## src/rtl/tensor_core_matmul_sequencer_if.sv

```systemverilog
// Bus between the matmul sequencer and its environment: start request,
// operand matrices from the register file, status and the bulk-write port.
interface tensor_core_matmul_sequencer_if #(
    parameter int unsigned DATA_WIDTH = 8
);
    logic                                 start_in;
    logic [3:0][3:0][DATA_WIDTH-1:0]      matrix_a_in;
    logic [3:0][3:0][DATA_WIDTH-1:0]      matrix_b_in;
    logic                                 busy_out;
    logic                                 done_out;
    logic                                 bulk_write_enable_out;
    logic [1:0][3:0][3:0][DATA_WIDTH-1:0] bulk_write_data_out;

    modport master (
        input  start_in,
        input  matrix_a_in,
        input  matrix_b_in,
        output busy_out,
        output done_out,
        output bulk_write_enable_out,
        output bulk_write_data_out
    );

    modport slave (
        output start_in,
        output matrix_a_in,
        output matrix_b_in,
        input  busy_out,
        input  done_out,
        input  bulk_write_enable_out,
        input  bulk_write_data_out
    );
endinterface

```

## src/rtl/tensor_core_matmul_sequencer.sv

```systemverilog
// Sequential 4x4 signed matrix multiply C = A*B, one element per cycle in
// row-major order, with optional arithmetic right shift and saturation.
// C and the snapshotted B are presented on the register-file bulk-write bus.
module tensor_core_matmul_sequencer #(
    parameter int unsigned DATA_WIDTH   = 8,
    parameter int unsigned OUTPUT_SHIFT = 0
) (
    input logic                           clock_in,
    input logic                           reset_n_in,
    tensor_core_matmul_sequencer_if.master bus
);
    localparam int unsigned PROD_W = 2 * DATA_WIDTH;
    localparam int unsigned SUM_W  = PROD_W + 2;
    localparam logic signed [SUM_W-1:0] SAT_MAX = SUM_W'((2 ** (DATA_WIDTH - 1)) - 1);
    localparam logic signed [SUM_W-1:0] SAT_MIN = SUM_W'(-(2 ** (DATA_WIDTH - 1)));

    typedef logic [3:0][3:0][DATA_WIDTH-1:0] matrix_t;
    typedef enum logic [1:0] {IDLE, COMPUTE, WRITE} state_t;

    state_t                  state_q, state_d;
    matrix_t                 a_q, b_q, c_q;
    logic [3:0]              k_q;
    logic [1:0]              row, col;
    logic signed [PROD_W-1:0] prod;
    logic signed [SUM_W-1:0]  dot, shifted;
    logic [DATA_WIDTH-1:0]   elem;
    logic                    busy, done, write_en;

    assign row = k_q[3:2];
    assign col = k_q[1:0];

    // State register; reset aborts any operation in flight
    always_ff @(posedge clock_in) begin
        if (!reset_n_in) state_q <= IDLE;
        else             state_q <= state_d;
    end

    // Next-state and status decode
    always_comb begin
        state_d  = state_q;
        busy     = 1'b0;
        done     = 1'b0;
        write_en = 1'b0;
        case (state_q)
            IDLE: begin
                if (bus.start_in) state_d = COMPUTE;
            end
            COMPUTE: begin
                busy = 1'b1;
                if (k_q == 4'd15) state_d = WRITE;
            end
            WRITE: begin
                busy     = 1'b1;
                done     = 1'b1;
                write_en = 1'b1;
                state_d  = IDLE;
            end
            default: state_d = IDLE;
        endcase
    end

    // Dot product of row r of A and column c of B, shifted and saturated
    always_comb begin
        prod = '0;
        dot  = '0;
        for (int unsigned i = 0; i < 4; i++) begin
            prod = PROD_W'($signed(a_q[row][i[1:0]])) * PROD_W'($signed(b_q[i[1:0]][col]));
            dot  = dot + SUM_W'(prod);
        end
        shifted = dot >>> OUTPUT_SHIFT;
        if (shifted > SAT_MAX)      elem = SAT_MAX[DATA_WIDTH-1:0];
        else if (shifted < SAT_MIN) elem = SAT_MIN[DATA_WIDTH-1:0];
        else                        elem = shifted[DATA_WIDTH-1:0];
    end

    // Operand snapshot, result accumulation and element counter
    always_ff @(posedge clock_in) begin
        if (!reset_n_in) begin
            a_q <= '0;
            b_q <= '0;
            c_q <= '0;
            k_q <= '0;
        end else begin
            case (state_q)
                IDLE: begin
                    if (bus.start_in) begin
                        a_q <= bus.matrix_a_in;
                        b_q <= bus.matrix_b_in;
                        c_q <= '0;
                        k_q <= '0;
                    end
                end
                COMPUTE: begin
                    c_q[row][col] <= elem;
                    k_q           <= k_q + 4'd1;
                end
                default: ;
            endcase
        end
    end

    assign bus.busy_out               = busy;
    assign bus.done_out               = done;
    assign bus.bulk_write_enable_out  = write_en;
    assign bus.bulk_write_data_out[0] = c_q;
    assign bus.bulk_write_data_out[1] = b_q;
endmodule
```

## src/flat_wrapper.sv

```systemverilog
// flat-port wrapper written by rule: the top's interface ports become plain ports
module tensor_core_matmul_sequencer_flat 
#(
    parameter int unsigned DATA_WIDTH   = 8,
    parameter int unsigned OUTPUT_SHIFT = 0
)
  (clock_in, reset_n_in, bus_start_in, bus_matrix_a_in, bus_matrix_b_in, bus_busy_out, bus_done_out, bus_bulk_write_enable_out, bus_bulk_write_data_out);
  tensor_core_matmul_sequencer_if #(.DATA_WIDTH(DATA_WIDTH)) bus_i ();
  input logic clock_in;
  input logic reset_n_in;
  input wire logic [$bits(bus_i.start_in)-1:0] bus_start_in;
  input wire logic [$bits(bus_i.matrix_a_in)-1:0] bus_matrix_a_in;
  input wire logic [$bits(bus_i.matrix_b_in)-1:0] bus_matrix_b_in;
  output wire logic [$bits(bus_i.busy_out)-1:0] bus_busy_out;
  output wire logic [$bits(bus_i.done_out)-1:0] bus_done_out;
  output wire logic [$bits(bus_i.bulk_write_enable_out)-1:0] bus_bulk_write_enable_out;
  output wire logic [$bits(bus_i.bulk_write_data_out)-1:0] bus_bulk_write_data_out;
  assign bus_i.start_in = bus_start_in;
  assign bus_i.matrix_a_in = bus_matrix_a_in;
  assign bus_i.matrix_b_in = bus_matrix_b_in;
  assign bus_busy_out = bus_i.busy_out;
  assign bus_done_out = bus_i.done_out;
  assign bus_bulk_write_enable_out = bus_i.bulk_write_enable_out;
  assign bus_bulk_write_data_out = bus_i.bulk_write_data_out;
  tensor_core_matmul_sequencer #(.DATA_WIDTH(DATA_WIDTH), .OUTPUT_SHIFT(OUTPUT_SHIFT)) u_core (.clock_in(clock_in), .reset_n_in(reset_n_in), .bus(bus_i));
endmodule
```

## config.mk

```make
export PLATFORM = sky130hd
export DESIGN_NAME = tensor_core_matmul_sequencer_flat
export DESIGN_NICKNAME = d
export VERILOG_FILES = /design/src/rtl/tensor_core_matmul_sequencer_if.sv /design/src/rtl/tensor_core_matmul_sequencer.sv /design/src/flat_wrapper.sv
export SDC_FILE = /design/constraint.sdc
export NUM_CORES = 2
export LEC_CHECK = 0
export BUFFER_PORTS_ARGS = -buffer_cell sky130_fd_sc_hd__buf_2
export CORE_MARGIN = 2
export CORE_UTILIZATION = 57
export CTS_CLUSTER_SIZE = 16
export DETAILED_ROUTE_END_ITERATION = 6
export PLACE_DENSITY = 0.79
export SKIP_LAST_GASP = 1
export SLEW_MARGIN = 20
export SYNTH_ARGS = -nofsm -noshare
export SYNTH_HDL_FRONTEND = slang
export SYNTH_SLANG_ARGS = --single-unit
```

## constraint.sdc

```tcl
create_clock -name clock_in -period 11.3 [get_ports clock_in]
set_clock_uncertainty 0.15 [all_clocks]
set_input_delay 0.565 -clock clock_in [delete_from_list [all_inputs] [get_ports clock_in]]
set_output_delay 0.565 -clock clock_in [all_outputs]
set_load 0.1 [all_outputs]
```

# --- Word level (Yosys, flattened, before mapping) ---
# Cells that the tools add are included.
totals:
  reg_bits: 390
  in_bits: 259
  out_inout_bits: 259
op_classes:
  multipliers: 4
  n_eq_ne: 5
  n_lt_le_gt_ge: 6
  add_sub_neg: 4
  n_mux: 26
  reduce_logical: 8
op_table:
  columns: ["op", "n"]
  rows:
  - ["128-bit one-hot mux with 2 select lines", 1]
  - ["128-bit bitwise mux", 1]
  - ["128-bit 2-to-1 mux", 1]
  - ["32-bit binary-select mux with 2-bit select", 1]
  - ["8-bit binary-select mux with 2-bit select", 4]
  - ["32-bit demux with 2-bit select", 1]
  - ["8-bit by 8-bit multiplier with 16-bit output", 4]
  - ["32-bit 2-to-1 mux", 2]
  - ["8-bit 2-to-1 mux", 7]
  - ["17-bit by 16-bit adder with 18-bit output", 1]
  - ["18-bit by 16-bit adder with 18-bit output", 1]
  - ["18-bit by 8-bit > comparator with 1-bit output (second input constant)", 1]
  - ["18-bit by 8-bit less-than comparator with 1-bit output (second input constant)", 1]
  - ["16-bit by 16-bit adder with 17-bit output", 1]
  - ["8-bit demux with 2-bit select", 1]
  - ["4-bit one-hot mux with 2 select lines", 1]
  - ["2-bit by 3-bit less-than comparator with 1-bit output (second input constant)", 2]
  - ["2-bit AND reduction", 3]
  - ["4-bit by 1-bit adder with 4-bit output (second input constant)", 1]
  - ["4-bit equality test (second input constant)", 1]
  - ["2-bit by 1-bit >= comparator with 1-bit output (second input constant)", 2]
  - ["2-bit 2-to-1 mux", 2]
  - ["4-bit 2-to-1 mux", 1]
  - ["2-bit one-hot mux with 2 select lines", 1]
  - ["other kinds (9)", 11]

# --- Longest topological paths before layout ---
logic_depth:
  word_depth: 11
  depth_mapped: 33
  ltp_nobuf: 28

# --- Worst setup path before layout ---
# OpenSTA, ideal clock, no wires.
synth_timing:
  kind: "register to register"
  start: "reg u_core.k_q[0]"
  end: "reg u_core.c_q (netlist bit u_core.bus.bulk_write_data_out[69])"
  stages_incl_launch_ff: 29
  path_slack_ns: 2.291
  t_arrival_ns: 8.785
  synth_period_minus_slack_ns: 9.009
  setup_ns: 0.075
  path_cell_list: "dfxtp_1 clkbuf_1 buf_1 mux4_2 nand2_1 inv_1 fa_1 fa_1 inv_1 fa_1 inv_1 fa_1 fa_1 fa_1 fa_1 inv_1 fa_1 inv_1 ha_1 a21oi_1 a21o_1 a221o_1 nor4_1 o21bai_1 or2_1 o41ai_4 a31oi_4 buf_6 o21ai_0"
synth_between:
  elab_chain_len: 11
synth_lines:
  columns: ["item", "line", "text"]
  rows:
  - ["from (decl)", "tensor_core_matmul_sequencer.sv:22", "logic [3:0] k_q;"]
  - ["from (signal assigned)", "tensor_core_matmul_sequencer.sv:95", "k_q <= k_q + 4'd1;"]
  - ["8-bit binary-select mux with 2-bit select", "tensor_core_matmul_sequencer.sv:67", "prod = PROD_W'($signed(a_q[row][i[1:0]])) * PROD_W'($signed(b_q[i[1:0]][col]));"]
  - ["8-bit 2-to-1 mux (not written as such)", "tensor_core_matmul_sequencer.sv:67", null]
  - ["8-bit by 8-bit multiplier with 16-bit output", "tensor_core_matmul_sequencer.sv:67", null]
  - ["16-bit by 16-bit adder with 17-bit output", "tensor_core_matmul_sequencer.sv:68", "dot = dot + SUM_W'(prod);"]
  - ["17-bit by 16-bit adder with 18-bit output", "tensor_core_matmul_sequencer.sv:68", null]
  - ["18-bit by 16-bit adder with 18-bit output", "tensor_core_matmul_sequencer.sv:68", null]
  - ["18-bit by 8-bit less-than comparator with 1-bit output", "tensor_core_matmul_sequencer.sv:72", "else if (shifted < SAT_MIN) elem = SAT_MIN[DATA_WIDTH-1:0];"]
  - ["8-bit 2-to-1 mux", "tensor_core_matmul_sequencer.sv:72", null]
  - ["8-bit 2-to-1 mux", "tensor_core_matmul_sequencer.sv:71", "if (shifted > SAT_MAX) elem = SAT_MAX[DATA_WIDTH-1:0];"]
  - ["128-bit bitwise mux (*)", "tensor_core_matmul_sequencer.sv:94", "c_q[row][col] <= elem;"]
  - ["128-bit one-hot mux with 2 select lines (*)", "tensor_core_matmul_sequencer.sv:84", "case (state_q)"]
  - ["to (signal, indexed assignment)", "tensor_core_matmul_sequencer.sv:94", null]
  - ["to (decl)", "tensor_core_matmul_sequencer.sv:21", "matrix_t a_q, b_q, c_q;"]
# Every way passes the cells marked *; elsewhere a longest branch is shown, timed or not. The select of a mux whose other input is x is not followed.
# A chain may end at the register's enable or synchronous reset.

# --- Worst setup path after layout ---
layout_timing:
  start: "reg u_core.k_q[2]"
  end: "reg u_core.c_q (netlist bit u_core.bus.bulk_write_data_out[25])"
layout_between:
  elab_chain_len: 11
layout_lines:
  columns: ["item", "line"]
  rows:
  - ["32-bit binary-select mux with 2-bit select", "tensor_core_matmul_sequencer.sv:67"]
  - ["32-bit 2-to-1 mux (not written as such)", "tensor_core_matmul_sequencer.sv:67"]
  - ["8-bit by 8-bit multiplier with 16-bit output", "tensor_core_matmul_sequencer.sv:67"]
  - ["16-bit by 16-bit adder with 17-bit output", "tensor_core_matmul_sequencer.sv:68"]
  - ["17-bit by 16-bit adder with 18-bit output", "tensor_core_matmul_sequencer.sv:68"]
  - ["18-bit by 16-bit adder with 18-bit output", "tensor_core_matmul_sequencer.sv:68"]
  - ["18-bit by 8-bit less-than comparator with 1-bit output", "tensor_core_matmul_sequencer.sv:72"]
  - ["8-bit 2-to-1 mux", "tensor_core_matmul_sequencer.sv:72"]
  - ["8-bit 2-to-1 mux", "tensor_core_matmul_sequencer.sv:71"]
  - ["128-bit bitwise mux (*)", "tensor_core_matmul_sequencer.sv:94"]
  - ["128-bit one-hot mux with 2 select lines (*)", "tensor_core_matmul_sequencer.sv:84"]
# Marked as above.

==> metrics.csv <==
stage,metric,value,unit
floorplan,die area,0.0475,mm2
critical_path,most used cell along the critical path,fa_1,
min_path,HP Class,input port to flip-flop,
critical_path,critical path required time,11.55,ns
synthesis,synth warn,0,
global_route,first-pass GRT wire length,133000,um
placement,Port Buffers,517,
job,number of max-cap violations,0,
clocking,# Post-CTS Setup Buffers,0,
global_route,vias in the first global route,22700,
placement,Post-DP HPWL,72200,um
synthesis,post-synthesis register bit count,390,
synthesis,top-count cell post-synth,nand2_1,
synthesis,share of the synthesized area in the top cell type,29.9,%
synthesis,post-synthesis net count,3586,
floorplan,Core ar.,0.0453,mm2
synthesis,dominant synthesized flop cell,dfxtp_1,
timing,Hold Slack,0.0715,ns
floorplan,Starting Density,57.7,%
final_layout,non-filler instance count after layout,3997,
critical_path,Setup crit end,u_core.bus.bulk_write_data_out[25],
critical_path,WP depth,22,
critical_path,R2R Path End,u_core.bus.bulk_write_data_out[25],
critical_path,CP max FO,25,
pwr,P_sw,2.57,mW
detailed_routing,post-DR wirelength/cell,22.5,um
pwr,pwr dens,185,mW/mm2
synthesis,top post-synthesis cells by area,"dfxtp_1 (30%), fa_1 (24%), nand2_1 (11%)",
synthesis,"area leader, netlist",dfxtp_1,
global_route,initial antenna violation count,25,
critical_path,Slowest Stage Delay on Critical Path,0.88,ns
critical_path,Setup crit end kind,flip-flop,
critical_path,crit path from,u_core.k_q[2],
critical_path,slowest CP cell,dfxtp_2,
floorplan,io pins,518,
critical_path,Critical Path AT,10.35,ns
timing,TNS Setup,0,ns
final_layout,layout cells sized above 1,20.4,%
detailed_routing,DRT antenna net count,0,
synthesis,Cell variety after synth,56,
critical_path,crit-path leading delay family,adder cells,
pwr,Sequential Power Share,26.6,%
clocking,count of clock tree sinks,390,
synthesis,Synth Instances,2905,
clocking,cts repair resizes,0,
global_route,total gr overflow,0,
timing,Final Critical Period,10.10,ns
placement,pre-CTS setup slack,1.18,ns
pwr,LEAKAGE,14.5,nW
synthesis,most frequent cells after synthesis,"nand2_1 (740), dfxtp_1 (390), inv_1 (384), fa_1 (318), a21oi_1 (267)",
detailed_routing,DRT iter0 DRCs,2334,
detailed_routing,DRC violations left,0,
clocking,Root Buffer,clkbuf_16,
floorplan,die height,218,um
timing,Final Hold Fails,0,
critical_path,CP bufs+invs,3,
final_layout,Filler Cells Inserted,3687,
synthesis,sequential area share after synthesis,29.9,%
clocking,H-Tree Level Count,2,
critical_path,Worst Setup Path Type,flip-flop to flip-flop,
timing,"Setup violations, final",0,
critical_path,FF-to-FF setup slack,1.20,ns
timing,Final period util,89.4,%
synthesis,Post-synth ARST share,0,%
synthesis,Post-Syn Area,0.0261,mm2
pwr,internal power,3.10,mW
clocking,clk buf depth,3,
detailed_routing,first drt pass iteration count,6,
clocking,clock slew at reported path FFs,0.07,ns
timing,max-slew violations,0,
critical_path,r2r worst-path depth,22,
clocking,Num CTS Buffers,42,
pwr,switching fraction of total power,45.3,%
placement,Placed Cells,3899,
detailed_routing,Vias/cell,5.70,
floorplan,row count,78,
critical_path,crit-path cells,buf_4 > mux4_2 > and2_1 > fa_1 > fa_1 > inv_1 > fa_1 > fa_1 > fa_1 > fa_1 > fa_1 > inv_1 > fa_1 > ha_1 > o2bb2ai_1 > o21ai_0 > a21oi_1 > o21ai_0 > xnor2_1 > o41ai_4 > a21oi_2 > o21ai_0,
final_layout,Final #Nets,4026,
outcome,status,"complete, no violations",
timing,RSZ-0062 raised after global routing,false,
timing,Slew headroom,28.3,%
floorplan,chip width,218,um
synthesis,Post-synth EDFFs,0,
detailed_routing,Post-Route WL,89900,um
pwr,worst vdd rail ir drop,0.000348,V
critical_path,RR Startpoint,u_core.k_q[2],
pwr,Clk pwr share,26.1,%
clocking,hold bufs inserted after CTS,0,
placement,Final Wtd Congestion,0.991,
detailed_routing,via count,22800,
timing,Max Fclk,99.0,MHz
clocking,clk_lat worst skew,0.58,ns
clocking,TritonCTS clock tree,yes,
global_route,largest net degree at the start of global routing,136,
critical_path,crit path launch type,flip-flop,
timing,slack of the critical path,1.20,ns
synthesis,Avg Inst Size Synth,8.99,um2
global_route,GRT Overall Usage,37.4,%
pwr,logic gate share of total power,47.3,%
timing,Least-Margin Pin Slew,1.06,ns
final_layout,area grow syn2layout,17.3,%
-- routing by layer --
metal  track usage, %  part of all wire [%]  up-vias
met5                0                 0.028        -
met3             7.95                   9.6      218
met1             50.1                    40    11300
met2             58.2                    46     1266
met4             17.9                   5.0        4
li1                 -                     -    10000
-- cell usage in the layout (no fill, tap or decap), types with 42 or more instances in the layout --
master / netlist / final
and2_1: 162 / 161
ha_1: 104 / 104
a21oi_1: 267 / 267
fa_1: 318 / 318
clkbuf_16: 0 / 42
dfxtp_1: 390 / 387
inv_1: 384 / 384
buf_2: 7 / 517
nand2_1: 740 / 739
mux4_2: 61 / 61
o21ai_0: 111 / 111
-- through the flow --
stage	total power, mW	util [%]	instance area [um2]
after CTS	5.66	67.3	30500
after global routing	6.00	67.6	30600
after floorplan	3.50	-	26100
after detailed placement	4.20	64.1	29000
after global placement	4.17	64.1	29000
final	5.67	67.6	30600
-- cells by family after synthesis --
| kind of cell | Yosys count | synth area share (%) |
|---|---|---|
| DFF | 390 | 29.9 |
| muxes | 68 | 5.55 |
| AOI/OAI and AO/OA | 465 | 9.96 |
| and+or+nand+nor | 1010 | 16.6 |
| buffers and inverters | 519 | 7.54 |
| xor gates and xnor gates | 31 | 1.04 |
| adders and majority gates | 422 | 29.4 |
-- tightest hold or removal path, stage by stage --
cell and delay, ns:
buf_2 0.10, nand2_1 0.04, a21oi_1 0.05
-- worst min-delay path by stage --
stage	start	end	slack, ns	depth (start not counted)
6_report	bus_matrix_b_in[24]	u_core.bus.bulk_write_data_out[152]	0.07	3
5_1_grt	bus_matrix_b_in[20]	u_core.bus.bulk_write_data_out[148]	0.07	3
4_1_cts	bus_matrix_b_in[39]	u_core.bus.bulk_write_data_out[167]	0.05	3
3_5_place_dp	u_core.bus.bulk_write_data_out[9]	u_core.bus.bulk_write_data_out[9]	0.29	2
3_3_place_gp	u_core.bus.bulk_write_data_out[13]	u_core.bus.bulk_write_data_out[13]	0.28	2
2_1_floorplan	u_core.a_q[64]	u_core.a_q[64]	0.28	2
-- power groups by stage --
stage | combinational, mW | clock, mW | sequential [mW]
2_1_floorplan | 1.73 | 0 | 1.77
3_3_place_gp | 2.63 | 0 | 1.53
3_5_place_dp | 2.66 | 0 | 1.53
4_1_cts | 2.67 | 1.48 | 1.50
5_1_grt | 2.94 | 1.54 | 1.51
6_report | 2.68 | 1.48 | 1.51
-- layout make-up --
class,count,area (um2),area share (%)
Clock buffer,53,1180,3.86
Multi-Input combinational cell,1996,16300,53.4
Inverter,386,1450,4.75
Tap cell,600,751,2.45
Antenna cell,23,57.6,0.188
Timing Repair Buffer,529,2720,8.89
Clock inverter,20,294,0.961
Sequential cell,390,7810,25.5
-- flip-flops by register name, indices dropped and copies added, names as in the netlist --
signal,cells
u_core.state_q,2
u_core.k_q,4
u_core.bus.bulk_write_data_out,256
u_core.a_q,128
Power figures use the tool's default switching activity.
